$ cat config.mk
export PLATFORM = sky130hd
export DESIGN_NAME = rev_mod
export DESIGN_NICKNAME = d
export VERILOG_FILES = /design/src/rtl/rev_mod.sv
export SDC_FILE = /design/constraint.sdc
export NUM_CORES = 1
export LEC_CHECK = 0
export CAP_MARGIN = 15
export CORE_AREA = 2 2 69 71
export CTS_CLUSTER_DIAMETER = 150
export DETAILED_ROUTE_END_ITERATION = 10
export DIE_AREA = 0 0 71 73
export PLACE_DENSITY_LB_ADDON = 0.08
export SETUP_SLACK_MARGIN = 0.1
export SYNTH_ARGS = -nofsm -noshare
export SYNTH_HDL_FRONTEND = slang
export SYNTH_SLANG_ARGS = --single-unit
export TNS_END_PERCENT = 20
$ cat constraint.sdc
create_clock -name clk_in -period 2.75 [get_ports clk_in]
set_input_delay 0.825 -clock clk_in [delete_from_list [all_inputs] [get_ports clk_in]]
set_output_delay 0.825 -clock clk_in [all_outputs]
set_load 0.01 [all_outputs]
$ cat src/rtl/rev_mod.sv
// rev_mod: reverse-order word-index sequencer for AES inverse key expansion.
// Walks word index i from Nw-1 down to Nk, flags words needing
// RotWord/SubWord/Rcon, and produces the Rcon value by stepping backwards
// through GF(2^8) (multiplication by x^-1 modulo 0x11B).
module rev_mod #(
    parameter int IW = 6
) (
    input  logic          clk_in,
    input  logic          rst_in,
    input  logic          enable_in,
    input  logic [1:0]    conf_in,
    input  logic          ready_in,
    output logic          valid_out,
    output logic [IW-1:0] i_out,
    output logic [2:0]    imodk_out,
    output logic          nw_imodk_out,
    output logic          sub_only_out,
    output logic [7:0]    rcon_out,
    output logic          last_out,
    output logic          done_out
);

    typedef enum logic [1:0] {
        ST_IDLE = 2'd0,
        ST_RUN  = 2'd1,
        ST_DONE = 2'd2
    } state_t;

    // Reduction polynomial 0x11B shifted right by one: the value folded back in
    // when a set LSB is shifted out during division by x.
    localparam logic [7:0] RCON_POLY = 8'h8D;

    state_t          state_reg, state_next;
    logic [1:0]      conf_reg, conf_next;
    logic [IW-1:0]   i_reg, i_next;
    logic [2:0]      imodk_reg, imodk_next;
    logic [7:0]      rcon_reg, rcon_next;

    logic [1:0]      conf_eff;
    logic [IW-1:0]   start_i;
    logic [7:0]      start_rcon;
    logic [IW-1:0]   nk_val;
    logic [2:0]      nk_m1;
    logic [7:0]      rcon_step;
    logic            transfer;
    logic            at_last;

    // Key size 3 is an alias of AES-128; normalise it once at load time.
    assign conf_eff = (conf_in == 2'd3) ? 2'd0 : conf_in;

    // Starting index and Rcon for the top word of each key schedule.
    always_comb begin
        start_i    = IW'(43);
        start_rcon = 8'h36;
        case (conf_eff)
            2'd1: begin
                start_i    = IW'(51);
                start_rcon = 8'h80;
            end
            2'd2: begin
                start_i    = IW'(59);
                start_rcon = 8'h40;
            end
            default: begin
                start_i    = IW'(43);
                start_rcon = 8'h36;
            end
        endcase
    end

    // Nk of the latched key size, both as an index-width value and as Nk-1
    // for the modulo counter wrap.
    always_comb begin
        nk_val = IW'(4);
        nk_m1  = 3'd3;
        case (conf_reg)
            2'd1: begin
                nk_val = IW'(6);
                nk_m1  = 3'd5;
            end
            2'd2: begin
                nk_val = IW'(8);
                nk_m1  = 3'd7;
            end
            default: begin
                nk_val = IW'(4);
                nk_m1  = 3'd3;
            end
        endcase
    end

    // Rcon / x in GF(2^8): shift right, fold the polynomial in if bit 0 was set.
    genvar gi;
    generate
        for (gi = 0; gi < 7; gi++) begin : g_rcon_step
            assign rcon_step[gi] = rcon_reg[gi+1] ^ (rcon_reg[0] & RCON_POLY[gi]);
        end
    endgenerate
    assign rcon_step[7] = rcon_reg[0] & RCON_POLY[7];

    assign transfer = valid_out && ready_in;
    assign at_last  = (i_reg == nk_val);

    // State and sequencing registers; asynchronous reset clears every output.
    always_ff @(posedge clk_in or negedge rst_in) begin
        if (!rst_in) begin
            state_reg <= ST_IDLE;
            conf_reg  <= 2'd0;
            i_reg     <= '0;
            imodk_reg <= 3'd0;
            rcon_reg  <= 8'h00;
        end else begin
            state_reg <= state_next;
            conf_reg  <= conf_next;
            i_reg     <= i_next;
            imodk_reg <= imodk_next;
            rcon_reg  <= rcon_next;
        end
    end

    // Next-state logic: load on start, step down on each accepted word,
    // abort back to IDLE whenever enable drops during a run.
    always_comb begin
        state_next = state_reg;
        conf_next  = conf_reg;
        i_next     = i_reg;
        imodk_next = imodk_reg;
        rcon_next  = rcon_reg;
        case (state_reg)
            ST_IDLE: begin
                if (enable_in) begin
                    conf_next  = conf_eff;
                    i_next     = start_i;
                    imodk_next = 3'd3;
                    rcon_next  = start_rcon;
                    state_next = ST_RUN;
                end
            end
            ST_RUN: begin
                if (transfer) begin
                    if (at_last) begin
                        state_next = ST_DONE;
                    end else begin
                        i_next     = i_reg - IW'(1);
                        imodk_next = (imodk_reg == 3'd0) ? nk_m1 : imodk_reg - 3'd1;
                        if (imodk_reg == 3'd0) begin
                            rcon_next = rcon_step;
                        end
                    end
                end
                // An accepted word in this cycle is still applied above.
                if (!enable_in) begin
                    state_next = ST_IDLE;
                end
            end
            ST_DONE: begin
                if (!enable_in) begin
                    state_next = ST_IDLE;
                end
            end
            default: begin
                state_next = ST_IDLE;
            end
        endcase
    end

    assign valid_out    = (state_reg == ST_RUN);
    assign done_out     = (state_reg == ST_DONE);
    assign i_out        = i_reg;
    assign imodk_out    = imodk_reg;
    assign rcon_out     = rcon_reg;
    assign nw_imodk_out = valid_out && (imodk_reg == 3'd0);
    assign sub_only_out = valid_out && (conf_reg == 2'd2) && (imodk_reg == 3'd4);
    assign last_out     = valid_out && at_last;

endmodule
# ---- Yosys cells after proc, flatten, opt, wreduce, memory -nomap -nowiden
# Cells that the tools add are included.
dict set report word_totals {
  in_bits 6
  wordCells 63
  out_inout_bits 22
  register_bits 21
}
dict set report classes {
  mux 25
  bitwise_logic 3
  add_sub_neg 2
  reduce_logical 12
  eq_ne 16
}
# op n
set op_table {}
lappend op_table {{two-way mux 8 bit} 4}
lappend op_table {{case mux 8 bit (2 select lines)} 2}
lappend op_table {{two-way mux 6 bit} 3}
lappend op_table {{two-way mux 2 bit} 6}
lappend op_table {{two-way mux 3 bit} 4}
lappend op_table {{case mux 3 bit (2 select lines)} 2}
lappend op_table {{case mux 6 bit (2 select lines)} 1}
lappend op_table {{case mux 5 bit (2 select lines)} 1}
lappend op_table {{== test 2 bit (second input constant)} 4}
lappend op_table {{case mux 4 bit (2 select lines)} 1}
lappend op_table {{AND reduction 4 bit} 2}
lappend op_table {{== test 2 x 1 -> 1 bit (second input constant)} 3}
lappend op_table {{== test 6 x 4 -> 1 bit} 1}
lappend op_table {{inequality test 2 bit (second input constant)} 3}
lappend op_table {{inequality test 3 x 2 -> 1 bit (second input constant)} 2}
lappend op_table {{case mux 2 bit (3 select lines)} 1}
lappend op_table {{subtractor 6 x 1 -> 6 bit (second input constant)} 1}
lappend op_table {{logical AND 1 bit} 5}
lappend op_table {{AND reduction 5 bit} 1}
lappend op_table {{inequality test 2 x 1 -> 1 bit (second input constant)} 2}
lappend op_table {{== test 3 bit (second input constant)} 1}
lappend op_table {{zero test 3 bit} 1}
lappend op_table {{subtractor 3 x 1 -> 3 bit (second input constant)} 1}
lappend op_table {{bitwise XOR 1 bit} 3}
lappend op_table {{other kinds (3)} 3}

# ---- Longest topological paths before layout
dict set report depth {
  depth_word 7
  ltp_mapped 7
  mapped_depth_nobuf 6
}

# ---- Worst setup path after synthesis
# OpenSTA, ideal clock, no wires.
dict set report synth_timing {
  kind {reg-to-output}
  from {register conf_reg[0]}
  to {output port last_out}
  arrival_ns 1.440
  n_path_buf 0
  path_slack_ns 0.485
  stages_incl_launch_ff 5
  path_cell_list {dfrtp_1 inv_1 ha_1 or3b_1 a2111oi_4}
}
dict set report synth_via {
  elab_chain_len 4
  word_cells_on_any_way 5
}
# element line
set synth_rtl {}
lappend synth_rtl {{start: declaration} 34} ;# logic [1:0] conf_reg, conf_next;
lappend synth_rtl {{start signal: assignment} 114} ;# conf_reg <= conf_next;
lappend synth_rtl {{== test 2 bit or == test 2 x 1 -> 1 bit (tied branches)} 76} ;# case (conf_reg)
lappend synth_rtl {{case mux 4 bit (2 select lines) (*)} 76}
lappend synth_rtl {{== test 6 x 4 -> 1 bit (*)} 102} ;# assign at_last = (i_reg == nk_val);
lappend synth_rtl {{logical AND 1 bit (*)} 174} ;# assign last_out = valid_out && at_last;
lappend synth_rtl {{end: declaration} 19} ;# output logic last_out,
# Every way passes the cells marked *; elsewhere a longest branch is shown, timed or not.

# ---- Final worst setup path
dict set report layout_timing {
  from {register conf_reg[1]}
  to {output port last_out}
}
# The elaborated chain is that of the path after synthesis.

==> flow_metrics.py <==
metrics = {
    "status": {
        "status": "finished clean",
    },
    "floorplan": {
        "fp-row-count": 25,
        "die_w_um": 71,
        "pin_count": 28,
        "core_um2": 4540,
        "die_area_um2": 5180,
        "die_y_um": 73,
        "start_util_pct": 28.4,
    },
    "timing": {
        "period_needed_ps": 2640,
        "hold_violations": 0,
        "drv_slew": 0,
        "skew_ps": 1.84,
        "finalSetupViolCount": 0,
        "timing.slew.headroom_pct": 67.0,
        "min_period_over_period_pct": 95.9,
        "rsz0062_at_grt": "true",
        "worstMarginPinSlew_ps": 491,
        "max_freq_mhz": 379,
    },
    "layout": {
        "largest_reg_flops": 8,
        "fill_cells": 461,
        "antenna_cells": 0,
        "syn2layout_area_growth_pct": 37.5,
        "final_cells": 232,
        "post-route-util_pct": 39.0,
        "fin_nets": 195,
        "drive_above_1_share_pct": 15.7,
    },
    "yosys": {
        "syn_area_per_cell_um2": 9.32,
        "yosysWarnings": 0,
        "synth_cell_types": 37,
        "ys_seq_elements": 21,
        "syn_inst": 138,
        "synth_nets": 154,
        "syn-cell-area_um2": 1290,
        "synth-seq-area-share_pct": 40.9,
    },
    "clocking": {
        "root_buffer": "clkbuf_8",
        "cts_buffers": 3,
        "h-tree-depth": 1,
        "clock-sinks": 21,
        "post_cts_buffers": 0,
        "clk_pin_slew_ps": 80,
        "cts_tree": "done",
        "clk_latency_ps": 270,
        "clockBufferDepth": 2,
        "holdBufCountCts": 0,
    },
    "grt": {
        "grt_use_met1_pct": 19.9,
        "antenna_found_initial": 0,
        "use_met3_pct": 1.66,
        "grt.overflow.total": 0,
        "track_usage_pct": 15.2,
        "grt_pass1_vias": 1204,
        "grt_pass1_wl_um": 6030,
        "grt_max_degree": 22,
        "use_met2_pct": 25.9,
        "top_usage_layer": "met2",
    },
    "setup_path": {
        "critPathRequiredTime_ps": 1930,
        "crit_type": "flip-flop to primary output",
        "crit_arrival_ps": 1810,
        "cp-end-kind": "primary output",
        "cp_max_fo": 2,
        "startpoint_type": "flip-flop",
    },
    "power_and_ir_drop": {
        "power.density_nw_per_um2": 547,
        "p_leak_nw": 0.785,
        "power_w": 0.000967,
        "vdd.ir_drop.worst_mv": 0.171,
    },
    "detailed_routing": {
        "drtPass1Iterations": 4,
        "drc": 0,
        "viasPerCell": 5.11,
        "drt_wl_total_um": 3530,
        "vias": 1186,
        "wire_per_inst_um": 15.2,
        "ant_nets": 0,
        "drt_iter0_markers": 83,
    },
    "run": {
        "maxCapViolations": 0,
    },
    "min_path": {
        "holdCritPathClass": "flip-flop to flip-flop",
    },
    "placement": {
        "finalWeightedCongestion": 0.794,
        "dpl.cell_count": 228,
        "io_buffers": 27,
        "dp_hpwl_um": 2670,
    },
}
worst paths after layout:
check / from / to / slack, ps / depth (start not counted)
min: state_reg[1] / state_reg[0] / 540 / 1
min reg2reg: state_reg[1] / state_reg[0] / 540 / 1
max reg2reg: conf_reg[1] / rcon_out[6] / 540 / 7
min in group asynchronous: rst_in / i_out[2] / 900 / 2
max: conf_reg[1] / last_out / 110 / 4
max in group asynchronous: rst_in / imodk_out[2] / 1610 / 2
timing repair:
action                                  CTS  global route
pin swaps                                 0             2
endpoints found under the setup margin    4             4
gates cloned                              0             0
gates resized for setup                   5             4
kinds of logic (layout without fill, tap and decap cells):
group	count (synthesis)	in the layout	share of synthesized area [%]
AND/OR/NAND/NOR	48	48	18.6
AO/OA/AOI/OAI	30	30	19.2
buffers and inverters	23	63	7.10
flip-flops	21	21	40.9
adder cells (fa/ha/maj)	10	10	9.73
XOR/XNOR	3	3	2.04
multiplexers	3	3	2.53
routing by layer:
layer / wire length, um / vias up
met5: 0 / -
met4: 43 / 0
met3: 151 / 4
met2: 1730 / 39
met1: 1610 / 570
li1: - / 573
critical path, cell delays in order (launching register included):
cell and delay [ps]:
dfrtp_1 410, ha_4 170, or3b_4 410, a2111oi_4 370, buf_2 190
synthesized netlist by cell type (all sizes together):
master | n | area [um^2]
a32o | 1 | 10.0
a2bb2oi | 3 | 26.3
a2111oi | 1 | 27.5
a31oi | 1 | 6.26
nand2 | 10 | 37.5
o22a | 1 | 8.76
o311ai | 1 | 8.76
o32a | 1 | 10.0
nor2 | 15 | 56.3
nor3 | 2 | 10.0
xor2 | 3 | 26.3
ha | 10 | 125
nor4 | 3 | 18.8
or4 | 3 | 22.5
nand3b | 1 | 7.51
mux2i | 1 | 10.0
a21oi | 5 | 25.0
or2 | 1 | 6.26
nand3 | 4 | 20.0
or3b | 1 | 8.76
dfrtp | 21 | 526
a211oi | 2 | 20.0
o211ai | 2 | 15.0
and2b | 1 | 7.51
or3 | 6 | 37.5
o21ai | 4 | 20.0
mux2 | 2 | 22.5
a221oi | 3 | 26.3
a311oi | 3 | 26.3
o31ai | 1 | 7.51
nand2b | 1 | 6.26
inv | 18 | 67.6
o41ai | 1 | 8.76
buf | 5 | 23.8
placed cells by master, fill, tap and decap left out, types with 3 or more instances in the layout:
cell type	synthesis	layout
clkdlybuf4s50_1	0	26
dfrtp_1	21	21
inv_1	17	16
nor2_1	15	15
buf_4	0	14
nand2_1	10	10
ha_1	10	9
or3_1	6	6
a21oi_1	5	5
nand3_1	4	4
o21ai_0	4	4
xor2_1	3	3
nor4_1	3	3
a311oi_1	3	3
a221oi_1	3	3
or4_1	3	3
a2bb2oi_1	3	3
clkbuf_8	0	3
metrics by stage:
| step | worst slack (ps) | TNS (ps) | area (um^2) | hold slack (ps) |
|---|---|---|---|---|
| floorplan | 485 | 0 | 1290 | 485 |
| global route | 43.0 | 0 | 1770 | 600 |
| detailed placement | -12.8 | -12.8 | 1710 | 522 |
| global placement | 24.6 | 0 | 1710 | 522 |
| finish | 112 | 0 | 1770 | 542 |
| CTS | 87.2 | 0 | 1750 | 544 |
final cells by class:
class / count / area (um^2) / share of cell area [%]
tap: 54 / 67.6 / 3.82
clock buffer: 3 / 41.3 / 2.33
timing repair buffer: 41 / 370 / 20.9
sequential: 21 / 526 / 29.7
clock inverter: 1 / 5.00 / 0.283
inverter: 18 / 67.6 / 3.82
multi-input combinational: 94 / 692 / 39.1
report_power, final:
part           internal, W  switching (W)  total [W]
Clock             0.000101       0.000111   0.000212
Combinational     0.000181       0.000156   0.000337
Sequential        0.000360      0.0000580   0.000418
Total             0.000642       0.000325   0.000967
No activity file was read; power rests on OpenSTA's default activity.
